### src/rtl/uart_tx_pkg.sv
// uart_tx_pkg: shared constants, baud divisor table and frame builder
// for the UART transmit datapath.
package uart_tx_pkg;

    localparam int FRAME_BITS   = 11;
    localparam int BAUD_ENTRIES = 12;
    localparam int BAUD_MAX_IDX = BAUD_ENTRIES - 1;

    // Clock divisors for a 100 MHz clk, indexed by baud_sel.
    localparam int unsigned BAUD_DIV [BAUD_ENTRIES] = '{
        333333, 83333, 41667, 20833, 10417, 5208,
        2604,   1736,  868,   434,   217,   109
    };

    // Frame layout on the wire, LSB first: start, data[6:0], b8, b9, stop.
    function automatic logic [FRAME_BITS-1:0] frame_bits(
        input logic [7:0] ldata,
        input logic       eight,
        input logic       pen,
        input logic       ohel
    );
        logic par;
        logic b8;
        logic b9;
        par = (eight ? ^ldata : ^ldata[6:0]) ^ ohel;
        if (eight) begin
            b8 = ldata[7];
            b9 = pen ? par : 1'b1;
        end else begin
            b8 = pen ? par : 1'b1;
            b9 = 1'b1;
        end
        return {1'b1, b9, b8, ldata[6:0], 1'b0};
    endfunction

endpackage

### src/rtl/bit_time_counter.sv
// bit_time_counter: counts clocks while a frame is active and emits a
// one-cycle BTU pulse every div clocks.
module bit_time_counter #(
    parameter int CNT_W = 19
) (
    input  logic             clk,
    input  logic             reset,
    input  logic             DOIT,
    input  logic [CNT_W-1:0] div,
    output logic             BTU
);

    logic [CNT_W-1:0] count;

    // Gated by DOIT so BTU stays low while idle even for a divisor of 1.
    assign BTU = DOIT && (count == (div - CNT_W'(1)));

    // Free-run while the frame is active; wrap on each bit time.
    always_ff @(posedge clk) begin
        if (reset || !DOIT || BTU) begin
            count <= '0;
        end else begin
            count <= count + CNT_W'(1);
        end
    end

endmodule

### src/rtl/tx_shift_engine.sv
// tx_shift_engine: accepts a CPU byte, builds an 11-bit UART frame and
// shifts it out on TX, one bit per BTU. DOIT/BTU drive the external bit
// counter whose DONE ends the frame.
// Optional: define UART_TX_BREAK_EN to add the brk input that forces TX low.
module tx_shift_engine
    import uart_tx_pkg::*;
#(
    parameter int unsigned DIV_OVERRIDE = 0,
    parameter int          CNT_W        = 19
) (
    input  logic       clk,
    input  logic       reset,
    input  logic       load,
    input  logic [7:0] out_port,
    input  logic [3:0] baud_sel,
    input  logic       eight,
    input  logic       pen,
    input  logic       ohel,
    input  logic       DONE,
`ifdef UART_TX_BREAK_EN
    input  logic       brk,
`endif
    output logic       DOIT,
    output logic       BTU,
    output logic       TX,
    output logic       TXRDY
);

    logic [7:0]            ldata;
    logic                  load_d1;
    logic [FRAME_BITS-1:0] shift;
    logic [3:0]            baud_idx;
    logic [CNT_W-1:0]      div;

    // Divisor select; indices past the table end reuse the last entry.
    always_comb begin
        baud_idx = (baud_sel > 4'(BAUD_MAX_IDX)) ? 4'(BAUD_MAX_IDX) : baud_sel;
        if (DIV_OVERRIDE != 0) begin
            div = CNT_W'(DIV_OVERRIDE);
        end else begin
            div = CNT_W'(BAUD_DIV[baud_idx]);
        end
    end

    bit_time_counter #(
        .CNT_W (CNT_W)
    ) u_bit_time_counter (
        .clk   (clk),
        .reset (reset),
        .DOIT  (DOIT),
        .div   (div),
        .BTU   (BTU)
    );

    // Accept, frame build, shift and completion handshake.
    // DONE is qualified by DOIT so a DONE that lingers after the frame
    // cannot re-raise TXRDY over a fresh accept.
    always_ff @(posedge clk) begin
        if (reset) begin
            ldata   <= 8'h00;
            load_d1 <= 1'b0;
            TXRDY   <= 1'b1;
            DOIT    <= 1'b0;
            shift   <= '1;
        end else begin
            load_d1 <= 1'b0;
            if (load && TXRDY) begin
                ldata   <= out_port;
                load_d1 <= 1'b1;
                TXRDY   <= 1'b0;
            end
            if (load_d1) begin
                shift <= frame_bits(ldata, eight, pen, ohel);
                DOIT  <= 1'b1;
            end else if (BTU) begin
                shift <= {1'b1, shift[FRAME_BITS-1:1]};
            end
            if (DONE && DOIT) begin
                DOIT  <= 1'b0;
                TXRDY <= 1'b1;
            end
        end
    end

    // Registered serial output; idles high from the 1-filled shifter.
    always_ff @(posedge clk) begin
        if (reset) begin
            TX <= 1'b1;
        end else begin
`ifdef UART_TX_BREAK_EN
            TX <= brk ? 1'b0 : shift[0];
`else
            TX <= shift[0];
`endif
        end
    end

endmodule

### config.mk
export PLATFORM = sky130hd
export DESIGN_NAME = tx_shift_engine
export DESIGN_NICKNAME = d
export VERILOG_FILES = /design/src/rtl/uart_tx_pkg.sv /design/src/rtl/bit_time_counter.sv /design/src/rtl/tx_shift_engine.sv
export SDC_FILE = /design/constraint.sdc
export NUM_CORES = 1
export LEC_CHECK = 0
export BUFFER_PORTS_ARGS = -buffer_cell sky130_fd_sc_hd__buf_4
export CORE_MARGIN = 5
export CORE_UTILIZATION = 30
export CTS_CLUSTER_DIAMETER = 60
export DETAILED_ROUTE_END_ITERATION = 7
export SETUP_SLACK_MARGIN = 0.5
export SLEW_MARGIN = 25
export SYNTH_ARGS = -nofsm -noshare
export SYNTH_HDL_FRONTEND = slang
export SYNTH_SLANG_ARGS = --single-unit
### constraint.sdc
create_clock -name clk -period 4.75 [get_ports clk]
set_input_delay 0.2375 -clock clk [delete_from_list [all_inputs] [get_ports clk]]
set_output_delay 0.2375 -clock clk [all_outputs]
set_load 0.02 [all_outputs]
### Word-level counts from Yosys, hierarchy flattened

Memories as Yosys holds them, arrays and structs flattened.
Cells that the tools add are included.

* register bits after elaboration: 41
* ROM bits: 512
* word-level logic and storage cells: 35
* memories: 1

Memories
* (no name shown): words 16, width 32, read ports 1, clocked after memory_dff 0, write ports 0, line tx_shift_engine.sv:41 `div = CNT_W'(BAUD_DIV[baud_idx]);`

* $add $sub $neg: 2
* $lt $le $gt $ge: 2
* eq/ne operators: 1
* multiplexer cells: 10
* bitwise operators: 2
* reduce and logical (&&, ||, !) cells: 10

Operator list (number)
* $mux W19: 2
* $mux W10: 2
* $add A19 B1 Y19 const B: 1
* $eq A19 B19 Y1: 1
* $sub A19 B1 Y19 const B: 1
* $reduce_xor A8 Y1: 1
* $reduce_xor A7 Y1: 1
* $ge A5 B5 Y1 const B: 1
* $mux W1: 5
* $not A4 Y5: 1
* $gt A4 B4 Y1 const B: 1
* $mux W4: 1
* $logic_and A1 B1 Y1: 3
* $logic_or A1 B1 Y1: 2
* $reduce_bool A2 Y1: 1
* $reduce_or A2 Y1: 1
* $logic_not A1 Y1: 1
* $xor A1 B1 Y1: 1

### Longest topological paths before layout

Gate-level depths: netlist of run 1.

* depth after elaboration: 11
* gate-level depth with buffers: 16
* gate-level depth less buffers: 13

### By module

A second synthesis of run 1 with hierarchy kept.

* cells, all modules: 344
* area total of the unflattened synthesis: 2777.7 um^2

By module, submodules not included
* bit_time_counter: times used 1, cells each 189, area each 1490.2 um^2, seq. area each 380.4 um^2
* tx_shift_engine: times used 1, cells each 155, area each 1287.5 um^2, seq. area each 440.4 um^2

### Worst setup path after synthesis of run 1

No wires, ideal clock.

* kind: input port to output port
* start point: input port baud_sel[3]
* end point: output port BTU
* data arrival time: 3.770 ns
* path slack: 0.743 ns
* stages on the path: 14
* cells stage by stage: buf_2 > buf_2 > a21o_1 > inv_1 > ha_1 > nor3b_1 > a21oi_1 > ha_1 > xnor2_1 > a2111oi_4 > nand4_1 > a2111oi_0 > nand3_1 > a2111oi_0

* longest elaborated chain between the ends: 9

Ends and longest elaborated chain
* from (decl): line tx_shift_engine.sv:15 `input logic [3:0] baud_sel,`
* $gt A4 B4 Y1: line tx_shift_engine.sv:37 `baud_idx = (baud_sel > 4'(BAUD_MAX_IDX)) ? 4'(BAUD_MAX_IDX) : baud_sel;`
* $mux W4 (*): line tx_shift_engine.sv:37
* $not A4 Y5 (not written as such) (*): line tx_shift_engine.sv:41
* $mem_v2 Z16 W32 (*)
* $mux W19 (not written as such) (*) (2 in series): line tx_shift_engine.sv:41
* $sub A19 B1 Y19 (*): line bit_time_counter.sv:16 `assign BTU = DOIT && (count == (div - CNT_W'(1)));`
* $eq A19 B19 Y1 (*): line bit_time_counter.sv:16
* $logic_and A1 B1 Y1 (*): line bit_time_counter.sv:16
* to (decl): line tx_shift_engine.sv:24 `output logic BTU,`

Mark *: on every way between the ends. The rest lies on a longest branch, timed or not. The select of a mux whose other input is x is not followed.

### Worst setup path after layout of run 1

Ends and elaborated chain as after synthesis.

==> metrics.cfg, run 1 <==
[yosys]
synth_seq_area_share = 0.317
synthMuxAreaShare = 0.00821
synth-edff-count = 0
synthArstFlopShare = 0
ys_seq_elements = 41
yosysTopAreaCellShare = 0.317
synth.top_cells.by_area = dfxtp_1, xor2_1, xnor2_1
synth_xor_xnor_area_share = 0.130
synth_fa_ha_area_frac = 0.0435
synth_compound_area_frac = 0.190
synth_area_leader_cell = dfxtp_1
synth.net_count = 343
avgSynthCellArea_sq_um = 8.23
synth.cell_area_sq_um = 2590
ys_warn_count = 0
synth_top_family_by_area = simple AND/OR/NAND/NOR gates
synthSimpleGateAreaFrac = 0.273
synth-main-ff-cell = dfxtp_1
synthCells = 315
ys_types = 56

[min_path]
worstHoldStart = DONE
hp-class = input pin to register

[timing]
max_slew_margin = 0.514
setup_tns_ns = 0
finClkSkew_ns = 0.00732
min_period_over_period = 0.784
finalSetupViolCount = 0
fmax_mhz = 268
rsz0062_at_grt = false
hold_viol = 0
final_max_slew_viol_count = 0
fin_crit_ns = 3.73
tightest_slew_ns = 0.729

[clock_network]
clkLatencyLatePin_ns = 0.29
postCtsSetupBuffers = 0
clock-sinks = 41
cts_buffer_depth = 2
clk_pin_slew_ns = 0.07
cts_tree = yes
hold_buffers = 0
cts_resized = 0
clock-root-buffer = clkbuf_8
htree_num_levels = 2
numCtsBuffers = 5

[layout]
fillCellCount = 899
final_cell_mix = dfxtp_1, nor2_1, nand2_1, buf_4
instances_no_fill = 437
final_common_cell = dfxtp_1
drive_above_1_share = 0.122
nNetsFinal = 357
multiInputGateArea_sq_um = 1670
insertedDiodeCount = 0
synthToLayoutAreaGrowth_pct = 13.3
regArea_sq_um = 821

[place]
hpwl_mm = 4.33
gp_congestion = 0.804
port_buffers = 22
dp.cells = 430

[power]
switchingPower_uw = 205
p_sw_frac = 0.263
combinationalPowerShare = 0.184
p_int_uw = 574
pwr-share-seq = 0.470
vdd_drop_max_v = 0.000113
power_uw = 779
clockPowerShare = 0.346
p_per_area_nw_per_um2 = 265
cellLeakagePower_uw = 0.00106

[grt]
grt_pass1_vias = 2120
grt_max_degree = 32
antenna_found_initial = 0
grt_overflow_total = 0
grt_pass1_wl_mm = 10.0
track_usage = 0.118

[critical_path]
cp_data_required_time_ns = 4.51
critPathArrivalTime_ns = 3.49
path_cells = buf_4 > a21o_1 > inv_1 > ha_1 > nor3b_1 > a21oi_1 > ha_1 > xnor2_1 > a2111oi_4 > nand4_1 > a2111oi_0 > nand3_1 > a2111oi_0 > buf_4
cp_slowest_cell = a2111oi_0
crit_buf_inv = 3
path_delay_family = compound AO/OA/AOI/OAI gates
path_class = input pin to output port
critPathCaptureType = output port
rr_startpoint = u_bit_time_counter.count[1]$_SDFF_PP0_
start_kind = input pin
cp-startpoint = baud_sel[3]
path_max_fanout = 27
max_stage_delay_ns = 0.45

[flow_run]
drv_cap = 0

[routing]
wire_per_inst_um = 13.4
drc_errors = 0
vias = 2234
first_pass_iters = 4
drtAntennaViolNets = 0
routed_via_density = 5.11
drt_iter0_markers = 77
totalWireLength_mm = 5.84

[floorplanning]
fp.dieArea_sq_um = 10600
die_y_um = 103
die_w_um = 103
num_io_pins = 23
core_area_sq_um = 8550
start_util = 0.303
num_rows = 34

[outcome]
status = complete, no violations

## tightest hold or removal path, stage by stage
cell and delay [ns]:
buf_4 0.07, a21oi_1 0.07, o21ai_0 0.06
## final timing paths
check | end | slack (ns) | cells past startpoint
worst max-delay path | BTU | 1.02 | 14
worst min-delay path | TXRDY$_SDFFE_PP1P_ | 0.18 | 3
worst max register to register | u_bit_time_counter.count[11]$_SDFF_PP0_ | 2.20 | 8
worst min register to register | TX$_SDFF_PP1_ | 0.45 | 1
## sequential cells by signal, indices dropped and copies added (netlist names)
register	cells
load_d1	1
DOIT	1
shift	10
TXRDY	1
TX	1
ldata	8
u_bit_time_counter.count	19
## power by group through the flow
stage / Combinational (uW) / Clock, uW / Sequential, uW
2_1_floorplan: 108 / 0 / 372
3_3_place_gp: 142 / 0 / 374
3_5_place_dp: 144 / 0 / 374
4_1_cts: 145 / 280 / 366
5_1_grt: 159 / 296 / 368
6_report: 144 / 269 / 366
## metrics by stage
stage / instance area (sq um) / hold WS (ns) / worst slack, ns / util
floorplan: 2590 / 0.377 / 0.743 / -
global placement: 2830 / 0.433 / 0.998 / 0.331
detailed placement: 2830 / 0.434 / 0.897 / 0.331
CTS: 2940 / 0.175 / 1.04 / 0.343
global route: 2940 / 0.195 / 0.656 / 0.343
finish: 2940 / 0.182 / 1.02 / 0.343
## Yosys cell counts, drive strengths merged (5+ instances only)
master	number
dfxtp	41
a211oi	9
nor3	19
nor2b	9
a21oi	13
o21ai	7
and3	7
xor2	19
ha	9
a21o	5
xnor2	17
nand3	15
nand2	24
nand4	8
o21a	7
nor2	27
nand2b	8
inv	6
clkbuf	9
buf	8
## area by class of cell
class / count / share of cell area
clock inverters: 2 / 0.0119
clock buffers: 5 / 0.0234
flip-flops and latches: 41 / 0.280
well taps: 108 / 0.0460
inverters: 7 / 0.00895
repair buffers: 24 / 0.0614
multi-input cells: 250 / 0.569
## logic make-up after synthesis
group                      count (synthesis)
AOI/OAI and AO/OA                         66
xor gates and xnor gates                  37
adders and majority gates                  9
buffers and inverters                     24
DFF                                       41
muxes                                      2
and+or+nand+nor                          136
## per-layer routing
layer / routed length (um) / track usage / up-vias
li1: - / - / 1146
met1: 2800 / 0.149 / 1039
met2: 2710 / 0.196 / 37
met3: 207 / 0.0264 / 12
met4: 126 / 0.0458 / 0
met5: 0 / 0 / -
Power figures use the tool's default switching activity.
==> inputs of run 2 (changes only) <==
- clock period: 4.75 -> 3.1 ns (I/O delays scaled with it)
==> metrics.cfg, run 2 (same netlist as run 1, synthesis figures left out) <==
[timing]
fmax_mhz = 359
setup_tns_ns = 0  ; unchanged
max_slew_margin = 0.628  ; was 0.514
final_max_slew_viol_count = 0  ; unchanged
fin_crit_ns = 2.78
min_period_over_period = 0.898
finClkSkew_ns = 0.00613  ; was 0.00732 ns
hold_viol = 0  ; unchanged
finalSetupViolCount = 0  ; unchanged
tightest_slew_ns = 0.554  ; was 0.729 ns
rsz0062_at_grt = true  ; was false

[routing]
wl_met2_mm = 2.97  ; was 2.71 mm
drt_iter0_markers = 68  ; was 77
totalWireLength_mm = 6.20  ; was 5.84 mm
drc_errors = 0  ; unchanged
met3_length_um = 255  ; was 207 um
met1_length_mm = 2.88  ; was 2.80 mm
vias = 2335  ; was 2,234
first_pass_iters = 4  ; unchanged
drtAntennaViolNets = 0  ; unchanged
highest_layer = met4  ; unchanged
wire_per_inst_um = 13.4  ; about the same
routed_via_density = 5.04  ; was 5.11

[layout]
top_register = u_bit_time_counter.count  ; unchanged
final_common_cell = dfxtp_1  ; unchanged
largestRegisters = u_bit_time_counter.count: 19 flops, shift: 10 flops, ldata: 8 flops  ; unchanged
final_cell_mix = dfxtp_1, buf_4, nor2_1, nand2_1  ; was dfxtp_1, nor2_1, nand2_1, buf_4
insertedDiodeCount = 0  ; unchanged
design_area_sq_um = 3300  ; was 2940 sq um
largest_reg_flops = 19  ; unchanged
drive_above_1_share = 0.242  ; was 0.122
synthToLayoutAreaGrowth_pct = 27.2  ; was 13.3%
nNetsFinal = 382  ; was 357

[floorplanning]
num_io_pins = 23  ; unchanged
start_util = 0.303  ; unchanged
die_w_um = 103  ; unchanged
num_rows = 34  ; unchanged
fp.dieArea_sq_um = 10600  ; unchanged
core_area_sq_um = 8550  ; unchanged
die_y_um = 103  ; unchanged

[power]
cellLeakagePower_uw = 0.00121  ; was 0.00106 uW
vdd_drop_max_v = 0.000177  ; was 0.000113 V
p_per_area_nw_per_um2 = 361  ; was 265 nW/um^2

[critical_path]
path_class = input pin to output port  ; unchanged
start_kind = input pin  ; unchanged
cp_data_required_time_ns = 2.94  ; was 4.51 ns
path_max_fanout = 14  ; was 27
critPathArrivalTime_ns = 2.63  ; was 3.49 ns
critPathCaptureType = output port  ; unchanged

[outcome]
status = complete, no violations  ; unchanged

[grt]
grt_pass1_wl_mm = 10.6  ; was 10.0 mm
grt_pass1_vias = 2334  ; was 2,120
antenna_found_initial = 0  ; unchanged
track_usage = 0.125  ; was 0.118
grt_overflow_total = 0  ; unchanged
grt_max_degree = 32  ; unchanged

[clock_network]
clock-root-buffer = clkbuf_8  ; unchanged
cts_buffer_depth = 2  ; unchanged
clock-sinks = 41  ; unchanged
htree_num_levels = 2  ; unchanged
cts_tree = yes  ; unchanged
numCtsBuffers = 5  ; unchanged
clk_pin_slew_ns = 0.07  ; about the same
clkLatencyLatePin_ns = 0.29  ; about the same

[flow_run]
drv_cap = 0  ; unchanged

[place]
place_area_sq_um = 3020  ; was 2830 sq um
port_buffers = 22  ; unchanged
hpwl_mm = 4.62  ; was 4.33 mm
gp_congestion = 0.873  ; was 0.804

[min_path]
hp-class = input pin to register  ; unchanged

-- run 2: cell count changes in the layout (fill, tap and decap cells not counted), sizes merged --
cell | before | now
buf | 24 | 49
clkbuf | 5 | 6
bufinv | 1 | 0
clkinv | 2 | 3
-- run 2: cell type report --
class	count	area, sq um
Tap cell	108	135
Sequential cell	41	821
Clock buffer	6	82.6
Fill cell	888	5250
Clock inverter	2	13.8
Inverter	7	26.3
Timing Repair Buffer	49	414
Multi-Input combinational cell	250	1800
-- run 2: final timing paths --
| check | start | end | slack (ns) | cells past startpoint |
|---|---|---|---|---|
| worst max-delay path | baud_sel[1] | BTU | 0.32 | 13 |
| worst min-delay path | DONE | TXRDY$_SDFFE_PP1P_ | 0.11 | 3 |
| worst max register to register | u_bit_time_counter.count[3]$_SDFF_PP0_ | shift[8]$_SDFFE_PP1P_ | 0.87 | 8 |
| worst min register to register | shift[0]$_SDFFE_PP1P_ | TX$_SDFF_PP1_ | 0.45 | 1 |
-- run 2: what timing repair did --
action	in CTS	in global routing
gates cloned	1	0
setup buffers	6	1
hold buffers	0	0
pin swaps	10	8
resized for setup	16	10
setup endpoints to repair	23	29
-- run 2: report_power, final --
part           switching, uW  internal, uW
registers               15.5           545
clock network            185           180
logic                    136           129
total                    337           855
-- run 2: metal layers --
metal,GRT usage,up-vias
li1,-,1200
met1,0.152,1082
met2,0.213,42
met3,0.0311,11
met4,0.0458,0
met5,0,-
-- run 2: per-stage QoR --
step	setup WS [ns]	total power, uW	hold slack, ns	cells	utilization
floorplan	0.0756	749	0.295	315	-
global placement	0.0586	818	0.397	447	0.353
detailed placement	0.00459	821	0.413	447	0.353
CTS	0.307	1200	0.108	462	0.379
global route	0.138	1270	0.111	463	0.386
finish	0.316	1190	0.110	463	0.386
-- run 2: critical path, cell delays in order --
cell	delay, ns
buf_4	0.11
a21o_1	0.21
buf_4	0.16
ha_1	0.38
and2_1	0.20
a31oi_2	0.22
buf_4	0.17
nor2_1	0.06
nor3_1	0.17
a31oi_1	0.06
buf_4	0.21
a2111oi_4	0.31
buf_4	0.20
